<file path="config.mk">
export PLATFORM = sky130hd
export DESIGN_NAME = csk_multiword_add_seq
export DESIGN_NICKNAME = d
export VERILOG_FILES = /design/src/rtl/csk_multiword_add_seq.sv
export SDC_FILE = /design/constraint.sdc
export NUM_CORES = 1
export LEC_CHECK = 0
export CAP_MARGIN = 20
export CORE_MARGIN = 10
export CORE_UTILIZATION = 28
export DETAILED_ROUTE_END_ITERATION = 10
export GPL_ROUTABILITY_DRIVEN = 0
export MAX_ROUTING_LAYER = met4
export PLACE_DENSITY_LB_ADDON = 0.15
export SYNTH_ARGS = -nofsm -noshare
export SYNTH_HDL_FRONTEND = slang
export SYNTH_SLANG_ARGS = --single-unit
</file>
<file path="constraint.sdc">
create_clock -name CLK -period 20.6 [get_ports CLK]
set_input_delay 2.06 -clock CLK [delete_from_list [all_inputs] [get_ports CLK]]
set_output_delay 2.06 -clock CLK [all_outputs]
set_load 0.03 [all_outputs]
</file>
<file path="src/rtl/csk_multiword_add_seq.sv">
// Multi-word adder: one 11-bit variable-block carry-skip core reused across WORDS cycles,
// with the inter-slice carry registered. Valid/ready handshake on operand and result sides.

// Ripple block with a skip path: when every bit propagates, the block carry-out is taken
// straight from the block carry-in instead of waiting for the ripple chain.
module csk_block #(
  parameter int unsigned W = 2
) (
  input  logic [W-1:0] a,
  input  logic [W-1:0] b,
  input  logic         ci,
  output logic [W-1:0] s,
  output logic         co
);
  logic [W-1:0] p;
  logic [W-1:0] g;
  logic         rc;

  assign p = a ^ b;
  assign g = a & b;

  always_comb begin
    logic cy;
    cy = ci;
    s  = '0;
    for (int i = 0; i < int'(W); i++) begin
      s[i] = p[i] ^ cy;
      cy   = g[i] | (p[i] & cy);
    end
    rc = cy;
  end

  assign co = (&p) ? ci : rc;
endmodule

// 11-bit variable-block carry-skip adder with carry-in; blocks of 1,2,3,3,2 bits LSB first.
module UBPriVCSkA_10_0 (
  input  logic [10:0] a,
  input  logic [10:0] b,
  input  logic        cin,
  output logic [11:0] sum
);
  logic c1;
  logic c2;
  logic c3;
  logic c4;
  logic c5;

  csk_block #(.W(1)) u_b0 (.a(a[0]),     .b(b[0]),     .ci(cin), .s(sum[0]),     .co(c1));
  csk_block #(.W(2)) u_b1 (.a(a[2:1]),   .b(b[2:1]),   .ci(c1),  .s(sum[2:1]),   .co(c2));
  csk_block #(.W(3)) u_b2 (.a(a[5:3]),   .b(b[5:3]),   .ci(c2),  .s(sum[5:3]),   .co(c3));
  csk_block #(.W(3)) u_b3 (.a(a[8:6]),   .b(b[8:6]),   .ci(c3),  .s(sum[8:6]),   .co(c4));
  csk_block #(.W(2)) u_b4 (.a(a[10:9]),  .b(b[10:9]),  .ci(c4),  .s(sum[10:9]),  .co(c5));

  assign sum[11] = c5;
endmodule

module csk_multiword_add_seq #(
  parameter int unsigned WORDS = 4
) (
  input  logic                CLK,
  input  logic                RST,
  input  logic                IN_VALID,
  output logic                IN_READY,
  input  logic [WORDS*11-1:0] X,
  input  logic [WORDS*11-1:0] Y,
  input  logic                CIN,
  output logic                OUT_VALID,
  input  logic                OUT_READY,
  output logic [WORDS*11-1:0] S,
  output logic                COUT,
  output logic                BUSY
);
  localparam int unsigned SLICE = 11;
  localparam int unsigned N     = WORDS * SLICE;
  localparam int unsigned IW    = $clog2(WORDS + 1);

  typedef enum logic [1:0] {
    IDLE = 2'd0,
    RUN  = 2'd1,
    DONE = 2'd2
  } state_t;

  state_t state;
  state_t state_nx;

  logic [N-1:0]     x_r;
  logic [N-1:0]     y_r;
  logic [N-1:0]     s_r;
  logic             carry_r;
  logic             cout_r;
  logic             out_valid_r;
  logic [IW-1:0]    idx;

  logic             accept;
  logic             run;
  logic             last;
  logic             retire;
  logic [SLICE-1:0] core_x;
  logic [SLICE-1:0] core_y;
  logic [SLICE:0]   core_s;

  // State register
  always_ff @(posedge CLK) begin
    if (RST) state <= IDLE;
    else     state <= state_nx;
  end

  // Next-state logic
  always_comb begin
    state_nx = state;
    case (state)
      IDLE:    if (IN_VALID)  state_nx = RUN;
      RUN:     if (last)      state_nx = DONE;
      DONE:    if (OUT_READY) state_nx = IDLE;
      default:                state_nx = IDLE;
    endcase
  end

  // Decoded controls; IN_READY depends on state alone
  always_comb begin
    IN_READY = 1'b0;
    BUSY     = 1'b0;
    run      = 1'b0;
    last     = 1'b0;
    retire   = 1'b0;
    case (state)
      IDLE: IN_READY = 1'b1;
      RUN: begin
        BUSY = 1'b1;
        run  = 1'b1;
        last = (idx == IW'(WORDS - 1));
      end
      DONE: begin
        BUSY   = 1'b1;
        retire = OUT_READY;
      end
      default: ;
    endcase
    accept = IN_READY & IN_VALID;
  end

  assign core_x = x_r[idx*SLICE +: SLICE];
  assign core_y = y_r[idx*SLICE +: SLICE];

  UBPriVCSkA_10_0 u_core (
    .a   (core_x),
    .b   (core_y),
    .cin (carry_r),
    .sum (core_s)
  );

  // Operand capture, slice accumulation and result registers
  always_ff @(posedge CLK) begin
    if (RST) begin
      x_r         <= '0;
      y_r         <= '0;
      s_r         <= '0;
      carry_r     <= 1'b0;
      cout_r      <= 1'b0;
      out_valid_r <= 1'b0;
      idx         <= '0;
    end else begin
      out_valid_r <= (state_nx == DONE);
      if (accept) begin
        x_r     <= X;
        y_r     <= Y;
        carry_r <= CIN;
        idx     <= '0;
        s_r     <= '0;
      end
      if (run) begin
        s_r[idx*SLICE +: SLICE] <= core_s[SLICE-1:0];
        carry_r                 <= core_s[SLICE];
        idx                     <= idx + IW'(1);
        if (last) cout_r <= core_s[SLICE];
      end
      if (retire) idx <= '0;
    end
  end

  assign S         = s_r;
  assign COUT      = cout_r;
  assign OUT_VALID = out_valid_r;
endmodule

</file>
==> results.toml, run 1 <==
[yosys]
ys_ff_latch = 140
syn-num-nets = 826
synthTopCellsByArea = "dfxtp_1, nand2_1, a21oi_1"
netlist_instances = 702
synth_cell_types = 43
seq_area_frac_synth_pct = 44.8
async_reset_ff_share_pct = 0
netlist_area_mm2 = 0.00625
yosys_warnings = 0
avgSynthCellArea_um2 = 8.91
yosys.area.top_type_share_pct = 44.8
synth_area_leader_cell = "dfxtp_1"
synth_edf_count = 0
synth-main-ff-cell = "dfxtp_1"

[worst_hold_path]
holdPathStages = 2
hold_class = "flip-flop to flip-flop"
min_from = "x_r[40]$_SDFFE_PP0P_"

[floorplan]
chipHeight_um = 169
start_util_pct = 28.6
dieWidth_um = 169
coreArea_mm2 = 0.0219
num_rows = 54
ios = 141
dieArea_mm2 = 0.0287

[run]
drv_cap = 0

[clock_network]
path_clk_slew_ps = 60
cts-buffers-inserted = 17
hold_buffers = 0
cts_buffer_depth = 2
cts_num_sinks = 140
cts_tree = "built"
h-tree-depth = 4
clk_latency_ps = 420
cts_root_buf = "clkbuf_16"
post_cts_buffers = 0
cts_resized = 0

[timing]
setup_viol = 0
fmax_mhz = 135
relSlewSlack_pct = 26.8
fin_skew_ps = 7.04
setup_tns_ps = 0
period_share_pct = 36.0
slew_violations = 0
hold_viol = 0
rsz0062_at_grt = "false"
tightest_slew_ps = 1100
fin_hold_ws_ps = 452
min_period_ps = 7430

[worst_setup_path]
endpoint = "S[32]$_SDFF_PP0_"
cp_max_fo = 31
path_class = "flip-flop to flip-flop"
worstPathArrival_ps = 7740
cp-end-kind = "flip-flop"
reg2reg_depth = 23
r2r_end = "S[32]$_SDFF_PP0_"
timing.rr.start = "idx[0]$_SDFFE_PP0P_"
crit_path_start = "idx[0]$_SDFFE_PP0P_"
r2r_slack_ps = 13180
required_ps = 20920
crit_path_start_kind = "flip-flop"

[final_layout]
final_nets = 936
area_delta_synth_final_pct = 33.3
finalCoreUtilization_pct = 38.1
fin_area_mm2 = 0.00833
final_cell_mix = "nand2_1, dfxtp_1, clkdlybuf4s50_1"
layout-drive-gt1-share_pct = 7.88
nFillCells = 2307
n_antenna_cell = 0
final_common_cell = "nand2_1"

[pwr]
p_per_area_mw_per_mm2 = 83.1
p_leak_uw = 0.00309
ir_drop_v = 0.0000417
finalPower_uw = 692

[global_routing]
grt_first_pass_wirelength_mm = 30.5
grt_overflow_total = 0
first_global_vias = 5274
grt_usage_pct = 13.9
antenna_found_initial = 0
grt_max_degree = 93

[placement]
postPlaceCellArea_mm2 = 0.00777
io_buffers = 140
hpwl_mm = 14.4

[drt]
drt_iter0_markers = 231
drc_errors = 0
wl_mm = 19.4
firstDrtPassIters = 4
vias_per_cell = 4.68
via_count = 5168
ant_nets = 0
routedWlPerCell_um = 17.6

[status]
run_status = "finished clean"
area by class of cell:
type                            count  area, um2  area share (%)
Inverter                           12       45.0           0.541
Tap cell                          280        350            4.20
Multi-Input combinational cell    497       3140            37.7
Timing Repair Buffer              144       1430            17.1
Clock inverter                      9       87.6            1.05
Sequential cell                   140       2800            33.6
Clock buffer                       23        478            5.74
flip-flops by register name, summed over array words and instances (netlist names):
| signal | cells |
|---|---|
| carry_r | 1 |
| S | 44 |
| y_r | 44 |
| OUT_VALID | 1 |
| state | 2 |
| idx | 3 |
| COUT | 1 |
| x_r | 44 |
metal layers:
| metal | global-route usage (%) | up-vias | part of all wire, % |
|---|---|---|---|
| met5 | - | - | 0 |
| met4 | 3.41 | 0 | 1.1 |
| met3 | 3.84 | 19 | 4.5 |
| met2 | 20.0 | 123 | 43 |
| met1 | 18.8 | 2434 | 51 |
| li1 | - | 2592 | - |
synth_stat cells (2+ instances only):
master and n:
a22o_1 21, nand2b_1 2, clkbuf_1 9, buf_4 5, nand3_1 15, o41ai_1 2
ha_1 20, mux2i_1 4, nand4_1 2, mux4_2 20, nand4b_1 2, buf_1 13
inv_1 12, fa_1 11, a211oi_1 4, nor2b_1 14, o31a_1 3, nand2_1 215
buf_6 5, nor2_1 7, a21oi_1 105, nor3_1 2, dfxtp_1 140, o21ai_0 10
or3_1 2, buf_2 20, and2_1 21
stage by stage:
stage / setup WS, ps / std cells
floorplan: 13710 / 702
global placement: 13230 / 1073
detailed placement: 13130 / 1073
CTS: 13130 / 1105
global route: 12660 / 1105
finish: 13180 / 1105
where the power goes:
group	leakage (uW)	switching [uW]	internal, uW
logic	0.00168	58.7	46.7
registers	0.00114	7.74	284
clock network	0.000266	119	176
total	0.00309	186	507
worst min-delay path by stage:
stage,endpoint,slack (ps)
after floorplan,x_r[9]$_SDFFE_PP0P_,430
after global placement,S[35]$_SDFF_PP0_,440
after detailed placement,y_r[18]$_SDFFE_PP0P_,450
after CTS,y_r[18]$_SDFFE_PP0P_,450
after global routing,y_r[29]$_SDFFE_PP0P_,470
final,x_r[40]$_SDFFE_PP0P_,450
logic make-up after synthesis:
family          synth area share (%)
mux                             7.84
xor+xnor                       0.140
compound gates                  14.4
simple gates                    20.0
fa+ha+maj                       7.52
flops                           44.8
buf+inv                         5.22
worst max-delay path, cell delays in order (launching register included):
cell       delay (ps)
dfxtp_2           310
buf_4             430
mux4_2            570
and2_1            190
fa_1              430
fa_1              410
fa_1              430
mux2i_1           270
inv_1             110
fa_1              440
fa_1              390
fa_1              390
nor2_1            110
a21oi_1            70
fa_1              460
fa_1              390
fa_1              370
a2bb2oi_1         140
o31a_1            250
fa_1              200
inv_1              50
fa_1              470
nor2b_1           160
a22o_1            250
(Power assumes the default switching activity.)
==> run 2: changes to the inputs <==
==> constraint.sdc (replaced) <==
create_clock -name CLK -period 7.12 [get_ports CLK]
set_input_delay 0.712 -clock CLK [delete_from_list [all_inputs] [get_ports CLK]]
set_output_delay 0.712 -clock CLK [all_outputs]
set_load 0.03 [all_outputs]
==> results.toml, run 2 (synthesis results as in run 1) <==
[worst_setup_path]
crit_path_start = "idx[0]$_SDFFE_PP0P_"
timing.rr.start = "idx[0]$_SDFFE_PP0P_"
worstPathArrival_ps = 7080
r2r_slack_ps = 350
reg2reg_depth = 22
r2r_end = "S[32]$_SDFF_PP0_"
path_class = "flip-flop to flip-flop"
required_ps = 7430
crit_path_start_kind = "flip-flop"
crit_chain = "mux4_2 -> and2_1 -> fa_2 -> fa_2 -> fa_1 -> mux2i_2 -> inv_1 -> fa_1 -> fa_1 -> fa_1 -> nor2_1 -> a21oi_1 -> fa_1 -> fa_1 -> fa_1 -> a2bb2oi_1 -> o31a_1 -> fa_1 -> inv_1 -> fa_1 -> nor2b_1 -> a22o_1"
slowest_delay_ps = 490
cp_common_cell = "fa_1"
cp_max_fo = 4
cp-end-kind = "flip-flop"
critPathSlowestCell = "mux4_2"

[final_layout]
final_cell_mix = "nand2_1, dfxtp_1, clkdlybuf4s50_1"
nFillCells = 2294
finalCoreUtilization_pct = 38.6
final_nets = 943
fin_area_mm2 = 0.00844
area_delta_synth_final_pct = 35.0
multiInputGateArea_mm2 = 0.00315
final_common_cell = "nand2_1"
n_antenna_cell = 0
regArea_mm2 = 0.00281
layout-drive-gt1-share_pct = 9.38

[floorplan]
dieWidth_um = 169
num_rows = 54
start_util_pct = 28.6
ios = 141
chipHeight_um = 169
coreArea_mm2 = 0.0219
dieArea_mm2 = 0.0287

[timing]
tightest_slew_ps = 1120
fin_skew_ps = 10.1
period_share_pct = 95.1
hold_viol = 0
setup_tns_ps = 0
rsz0062_at_grt = "false"
relSlewSlack_pct = 25.6
slew_violations = 0
setup_viol = 0
fmax_mhz = 148
fin_ws_ps = 351
min_period_ps = 6770

[global_routing]
grt_usage_pct = 14.0
first_global_vias = 5407
grt_first_pass_wirelength_mm = 31.1
grt_max_degree = 93
antenna_found_initial = 0
grt_overflow_total = 0

[status]
run_status = "finished clean"

[clock_network]
cts_num_sinks = 140
clk_latency_ps = 420
cts_buffer_depth = 2
cts_tree = "built"
path_clk_slew_ps = 60
cts_root_buf = "clkbuf_16"
cts-buffers-inserted = 17
h-tree-depth = 4

[drt]
drt_iter0_markers = 308
wl_mm = 19.4
ant_nets = 0
firstDrtPassIters = 4
drc_errors = 0
vias_per_cell = 4.65
via_count = 5175
routedWlPerCell_um = 17.4

[worst_hold_path]
holdPathStages = 2
min_from = "y_r[34]$_SDFFE_PP0P_"
hold-path-endpoint = "y_r[34]$_SDFFE_PP0P_"
hold_class = "flip-flop to flip-flop"

[placement]
postPlaceCellArea_mm2 = 0.00780
io_buffers = 140
place_ws_ps = 218
hpwl_mm = 14.6

[run]
drv_cap = 0

[pwr]
finalPower_uw = 2060
p_leak_uw = 0.00313
ir_drop_v = 0.000133
p_per_area_mw_per_mm2 = 244
==> run 2: worst max-delay path: cells and delay by family (launching register included) <==
| kind | cells | cell delay, ps |
|---|---|---|
| mux | 2 | 680 |
| simple gates | 3 | 480 |
| fa+ha+maj | 11 | 4290 |
| buf+inv | 2 | 140 |
| compound gates | 4 | 700 |
| flops | 1 | 370 |
==> run 2: how the worst max path moves through the flow <==
stage,slack [ps],to,cells past startpoint
after floorplan,230,S[32]$_SDFF_PP0_,24
after global placement,270,S[32]$_SDFF_PP0_,22
after detailed placement,220,S[32]$_SDFF_PP0_,22
after CTS,200,S[32]$_SDFF_PP0_,22
after global routing,30,S[32]$_SDFF_PP0_,22
final,350,S[32]$_SDFF_PP0_,22
==> run 2: area by class of cell <==
cell class | count | share of cell area (%)
clock buffer | 19 | 5.36
clock inverter | 13 | 1.84
inverter | 12 | 0.533
multi-input combinational | 497 | 37.3
sequential | 140 | 33.2
tap | 280 | 4.15
timing repair buffer | 151 | 17.6
==> run 2: per-stage QoR <==
stage	cells	hold slack, ps
after global routing	1112	475
after global placement	1077	433
after floorplan	702	432
after CTS	1109	456
after detailed placement	1077	447
final	1112	454
==> run 2: where the power goes <==
part / internal, uW / total (uW) / switching, uW
clock network: 543 / 906 / 363
registers: 822 / 845 / 23.3
logic: 139 / 309 / 170
==> run 2: what timing repair did <==
item / in CTS / in global routing
setup buffers: 0 / 2
endpoints found under the hold margin: 0 / 0
resized for setup: 0 / 5
hold buffers: 0 / 0
endpoints found under the setup margin: 0 / 3
==> run 2: metal layers <==
layer | part of all wire, % | GRT usage [%] | up-vias
met5 | 0 | - | -
met3 | 5.0 | 3.54 | 15
met2 | 44 | 20.0 | 136
li1 | - | - | 2607
met4 | 1.2 | 3.98 | 0
met1 | 50 | 19.2 | 2417
==> run 3: changes to the inputs <==
--- a/config.mk
+++ b/config.mk
@@ -5,7 +5,7 @@
 export SDC_FILE = /design/constraint.sdc
 export NUM_CORES = 1
 export LEC_CHECK = 0
-export CAP_MARGIN = 20
+export CAP_MARGIN = 15
 export CORE_MARGIN = 10
 export CORE_UTILIZATION = 28
 export DETAILED_ROUTE_END_ITERATION = 10
==> results of run 3 <==
The final DEF is identical to that of run 2; final timing and power are the same.
==> RTL edit 1, RTL diff (settings of run 3) <==
`WORDS`: 4 -> 8.
--- a/src/rtl/csk_multiword_add_seq.sv
+++ b/src/rtl/csk_multiword_add_seq.sv
@@ -57,5 +57,5 @@
 
 module csk_multiword_add_seq #(
-  parameter int unsigned WORDS = 4
+  parameter int unsigned WORDS = 8
 ) (
   input  logic                CLK,
Interface: changed (resized S, X and Y); port bits go from 141 to 273. The function was not compared with the original's and may differ.
==> RTL edit 1 against run 3 <==
- maximum frequency is 0.92% lower
- wire length grew 120%
- worst setup slack lost 0.063 ns
- design area increased by 96%
- total power up 85%
- sequential cell count is 133 higher
- area after synthesis grew 95%
- core utilization fell by 0.12 points
- highest routed layer unchanged
==> RTL edit 1: results (changes against run 3) <==
clock_tree:
  numCtsBuffers: 31  # +14
  cts-htree-levels: 1  # -3
  cts_buffer_depth: 3  # +1
  clk_latency_ns: 0.57  # +0.15 ns
placed_design:
  dp_cells: 2129  # +98%
  place.port_buffers: 272  # +94%
  placed_area_um2: 15400  # +98%
  preCtsSetupSlack_ns: -0.0835  # -0.301 ns
  dp_hpwl_um: 31900  # +120%
drt:
  viasPerCell: 4.67  # +0.33%
  postRouteWirelength_um: 43100  # +120%
  drt-initial-drc-count: 775  # +150%
  wl_met3_um: 1860  # +90%
  met1_length_um: 20300  # +110%
  wl_met2_um: 20100  # +140%
  dr.pass1.iters: 7  # +3
  vias: 10200  # +98%
global_routing:
  gr-usage-met3_pct: 2.56  # -0.99 points
  antenna_found_initial: 0  # unchanged
  grt_usage_pct: 16.2  # +2.1 points
  gr-usage-met2_pct: 26.1  # +6.1 points
  grt_pass1_wl_um: 65100  # +110%
  use_met1_pct: 21.0  # +1.9 points
  grt_start_max_net_pins: 123  # +32%
synthesis:
  async_flop_share_pct: 0  # unchanged
  ys_seq_elements: 273  # +95%
  synth.area.top_cells: "dfxtp_1 45%, nand2_1 13%, mux4_2 8.1%"
  synth_nets: 1567  # +90%
  synth.avg_cell_area_um2: 9.01  # +1.1%
  netlist_top_cells_count: "407 x nand2_1, 273 x dfxtp_1, 196 x a21oi_1, 88 x mux2i_1"
  yosys_warnings: 0  # unchanged
  seq_area_frac_synth_pct: 44.7  # -0.087 points
cells_and_area:
  fill_cells: 4403  # +92%
  nets: 1795  # +90%
  drive_gt1_share_pct: 10.4  # +1.1 points
sta:
  holdWs_ns: 0.451  # -0.00276 ns
  relSlewSlack_pct: 24.0  # -1.5 points
  clock_skew_ns: 0.0173  # +0.00725 ns
setup_path:
  crit_arrival_ns: 7.28  # +0.20 ns
  reg2regPathDepth: 23  # +4.5%
  r2r_end: "S[54]$_SDFF_PP0_"
  reg2reg_slack_ns: 0.29  # -0.06 ns
  cp_max_fo: 7  # +3
min_path:
  holdCritStartpoint: "y_r[35]$_SDFFE_PP0P_"
  hold_depth: 2  # unchanged
  min_path_type: "reg -> reg"
  hold_end: "y_r[35]$_SDFFE_PP0P_"
status:
  status: "completed"
pwr:
  p_leak_nw: 6.12  # +95%
  ir_worst_vdd_mv: 0.153  # +15%
  internal_power_w: 0.00281  # +87%
## RTL edit 1: layout make-up
class	instances	area (um^2)	share of cell area, %
Multi-Input combinational cell	962	6280	37.9
Tap cell	585	732	4.42
Clock inverter	11	115	0.695
Timing Repair Buffer	307	2990	18.1
Clock buffer	46	932	5.63
Inverter	9	33.8	0.204
Sequential cell	273	5470	33.0
## RTL edit 1: worst max path at each step
stage,start,end,depth (start not counted),slack (ns)
after floorplan,idx[0]$_SDFFE_PP0P_,S[54]$_SDFF_PP0_,26,0.009
after global placement,idx[0]$_SDFFE_PP0P_,S[54]$_SDFF_PP0_,23,0.05
after detailed placement,idx[0]$_SDFFE_PP0P_,S[76]$_SDFF_PP0_,24,-0.08
after CTS,idx[0]$_SDFFE_PP0P_,S[65]$_SDFF_PP0_,24,0.05
after global routing,idx[0]$_SDFFE_PP0P_,S[21]$_SDFF_PP0_,24,0.01
final,idx[0]$_SDFFE_PP0P_,S[54]$_SDFF_PP0_,23,0.29
## RTL edit 1: cell families (layout without fill, tap and decap cells)
kind of cell | count (synthesis) | count (layout) | share of synthesized area [%]
simple gates | 575 | 575 | 21.3
flops | 273 | 273 | 44.7
compound gates | 214 | 214 | 9.22
mux | 143 | 143 | 16.6
buf+inv | 121 | 373 | 4.36
fa+ha+maj | 30 | 30 | 3.75
## RTL edit 1: stage by stage
step | power, W | setup TNS (ns)
global placement | 0.00220 | 0
global route | 0.00397 | 0
finish | 0.00381 | 0
CTS | 0.00386 | 0
detailed placement | 0.00221 | -0.493
floorplan | 0.00197 | 0
## RTL edit 1: power groups by stage
stage | clock (W) | combinational [W] | sequential, W
6_report | 0.00164 | 0.000535 | 0.00164
5_1_grt | 0.00173 | 0.000588 | 0.00165
4_1_cts | 0.00168 | 0.000541 | 0.00164
3_5_place_dp | 0 | 0.000536 | 0.00167
3_3_place_gp | 0 | 0.000533 | 0.00167
2_1_floorplan | 0 | 0.000306 | 0.00166
## RTL edit 1: timing repair
action | in CTS | in global routing
pin swaps | 0 | 8
endpoints found under the setup margin | 7 | 10
buffers inserted | 4 | 2
resized for setup | 2 | 9
## RTL edit 1: critical path, cell delays in order (launching register included)
cell and delay [ns]:
dfxtp_4 0.42, mux4_2 0.52, mux2i_1 0.17, nor2_1 0.08
fa_2 0.40, fa_2 0.38, fa_1 0.41, mux2i_1 0.19
inv_1 0.09, fa_2 0.38, fa_2 0.36, fa_2 0.40
nor2_1 0.11, a21oi_1 0.07, fa_2 0.39, fa_2 0.38
fa_1 0.44, a2bb2oi_2 0.14, o31a_1 0.21, fa_2 0.21
inv_1 0.04, fa_1 0.46, nor2b_4 0.17, mux2_4 0.30
==> RTL edit 2, RTL diff (config.mk and constraints of run 3) <==
Made on the original files. The 3 states of `state_t` get a one-hot encoding in 3 bits.
--- a/src/rtl/csk_multiword_add_seq.sv
+++ b/src/rtl/csk_multiword_add_seq.sv
@@ -76,8 +76,8 @@
   localparam int unsigned IW    = $clog2(WORDS + 1);
 
-  typedef enum logic [1:0] {
-    IDLE = 2'd0,
-    RUN  = 2'd1,
-    DONE = 2'd2
+  typedef enum logic [2:0] {
+    IDLE = 3'b001,
+    RUN  = 3'b010,
+    DONE = 3'b100
   } state_t;
 
Behaviour: same outputs for any inputs over 4 cycles, from zero or initial values and one cycle with RST high; so few cycles prove little.
==> RTL edit 2 against run 3 <==
- design area down 0.65%
- synthesized cell count up 0.14%
- combinational power down 24%
- worst setup slack better by 0.11 ns
- critical path depth up 1
- total power down 6.7%
- via count down 1.2%
- sequential cell count up 1
- sequential share of layout area up 0.43 points
- area after synthesis about the same
- wire length down 2.6%
- maximum frequency up 1.7%
- critical path type unchanged
- critical endpoint is now carry_r$_SDFFE_PP0P_
==> RTL edit 2: results (changes against run 3) <==
drt:
  postRouteWirelength_um: 18900  # -2.6%
  dr.pass1.iters: 5  # +1
  viasPerCell: 4.62  # -0.82%
  vias: 5114  # -1.2%
  drt-initial-drc-count: 293  # -4.9%
global_routing:
  gr-usage-met2_pct: 19.0  # -0.99 points
  use_met1_pct: 18.5  # -0.68 points
  grt_start_max_net_pins: 101  # +8.6%
  gr-usage-met3_pct: 3.36  # -0.19 points
  grt_pass1_vias: 5168  # -4.4%
  grt_usage_pct: 13.4  # -0.60 points
  antenna_found_initial: 0  # unchanged
  grt_pass1_wl_um: 29700  # -4.3%
synthesis:
  muxShareOfSynthArea_pct: 9.63  # +1.8 points
  synth_nets: 823  # -0.36%
  synthXorXnorAreaFrac_pct: 0.280  # +0.14 points
  synth.area.top_cells: "dfxtp_1 45%, nand2_1 13%, a21oi_1 7.4%"
  netlist_top_cells_count: "215 x nand2_1, 141 x dfxtp_1, 92 x a21oi_1, 28 x clkbuf_1, 24 x and2_1"
  yosys.area_share.adder_pct: 6.73  # -0.80 points
  yosys_warnings: 0  # unchanged
  synth_compound_area_share_pct: 13.2  # -1.2 points
  syn_area_um2: 6250  # about the same
  yosysUniqueCellTypes: 46  # +7.0%
  seq_area_frac_synth_pct: 45.2  # +0.35 points
  synth.avg_cell_area_um2: 8.89  # -0.20%
pwr:
  p_leak_nw: 3.03  # -3.2%
  ir_worst_vdd_mv: 0.131  # -1.5%
cells_and_area:
  fill_cells: 2285  # -0.39%
  multi_input_area_um2: 3170  # +0.64%
  drive_gt1_share_pct: 8.21  # -1.2 points
  nets: 935  # -0.85%
setup_path:
  reg2reg_slack_ns: 0.46  # +0.11 ns
  cp_max_fo: 5  # +1
  crit_arrival_ns: 6.92  # -0.16 ns
placed_design:
  preCtsSetupSlack_ns: 0.453  # +0.235 ns
  dp_cells: 1076  # -0.093%
  dp_hpwl_um: 14000  # -4.2%
  placed_area_um2: 7820  # +0.34%
  place.port_buffers: 140  # unchanged
sta:
  relSlewSlack_pct: 27.5  # +1.9 points
  clock_skew_ns: 0.00993  # -0.000162 ns
  holdWs_ns: 0.450  # -0.00430 ns
  maxClockFrequency_mhz: 150  # +1.7%
status:
  status: "completed"
clock_tree:
  clk_latency_ns: 0.42  # about the same
  cts-htree-levels: 4  # unchanged
min_path:
  holdCritStartpoint: "S[18]$_SDFF_PP0_"
==> RTL edit 2: cell types whose count changed after synthesis, moves of 12 or more <==
cell / before / now
a21oi_1: 105 / 92
a22o_1: 21 / 1
nor2_1: 7 / 21
nor2b_1: 14 / 2
clkbuf_1: 9 / 28
nand3_1: 15 / 3
==> RTL edit 2: critical path: stages (launching register included) <==
cell,delay (ns)
dfxtp_2,0.40
mux4_2,0.51
and2_1,0.19
fa_1,0.44
fa_1,0.42
fa_1,0.41
a21bo_2,0.21
nand2_1,0.07
fa_1,0.39
fa_1,0.40
fa_1,0.41
a31oi_1,0.14
a31oi_1,0.10
fa_1,0.47
fa_1,0.39
fa_1,0.39
mux2i_1,0.20
fa_1,0.20
inv_1,0.05
fa_1,0.35
a21oi_1,0.12
nor2_1,0.07
nand2_1,0.07
o32ai_1,0.09
==> RTL edit 2: layer usage <==
layer  up-vias  wire length, um
met3         8              812
met5         -                0
li1       2594                -
met1      2404             9520
met2       108             8410
met4         0              144
==> RTL edit 2: area by class of cell <==
type	instances	area share [%]
clock buffer	22	5.65
clock inverter	10	1.07
inverter	10	0.447
multi-input combinational	499	37.8
sequential	141	33.7
tap	280	4.18
timing repair buffer	146	17.2
==> RTL edit 2: worst paths after layout <==
check	to	depth (start not counted)
setup / recovery	carry_r$_SDFFE_PP0P_	23
hold / removal	S[18]$_SDFF_PP0_	2
setup reg to reg	carry_r$_SDFFE_PP0P_	23
hold reg to reg	S[18]$_SDFF_PP0_	2
==> RTL edit 2: power by group <==
group / switching (W) / total, W / internal, W / leakage, nW
clock network: 0.000333 / 0.000840 / 0.000506 / 0.272
registers: 0.0000213 / 0.000846 / 0.000825 / 1.15
logic: 0.000127 / 0.000236 / 0.000108 / 1.61
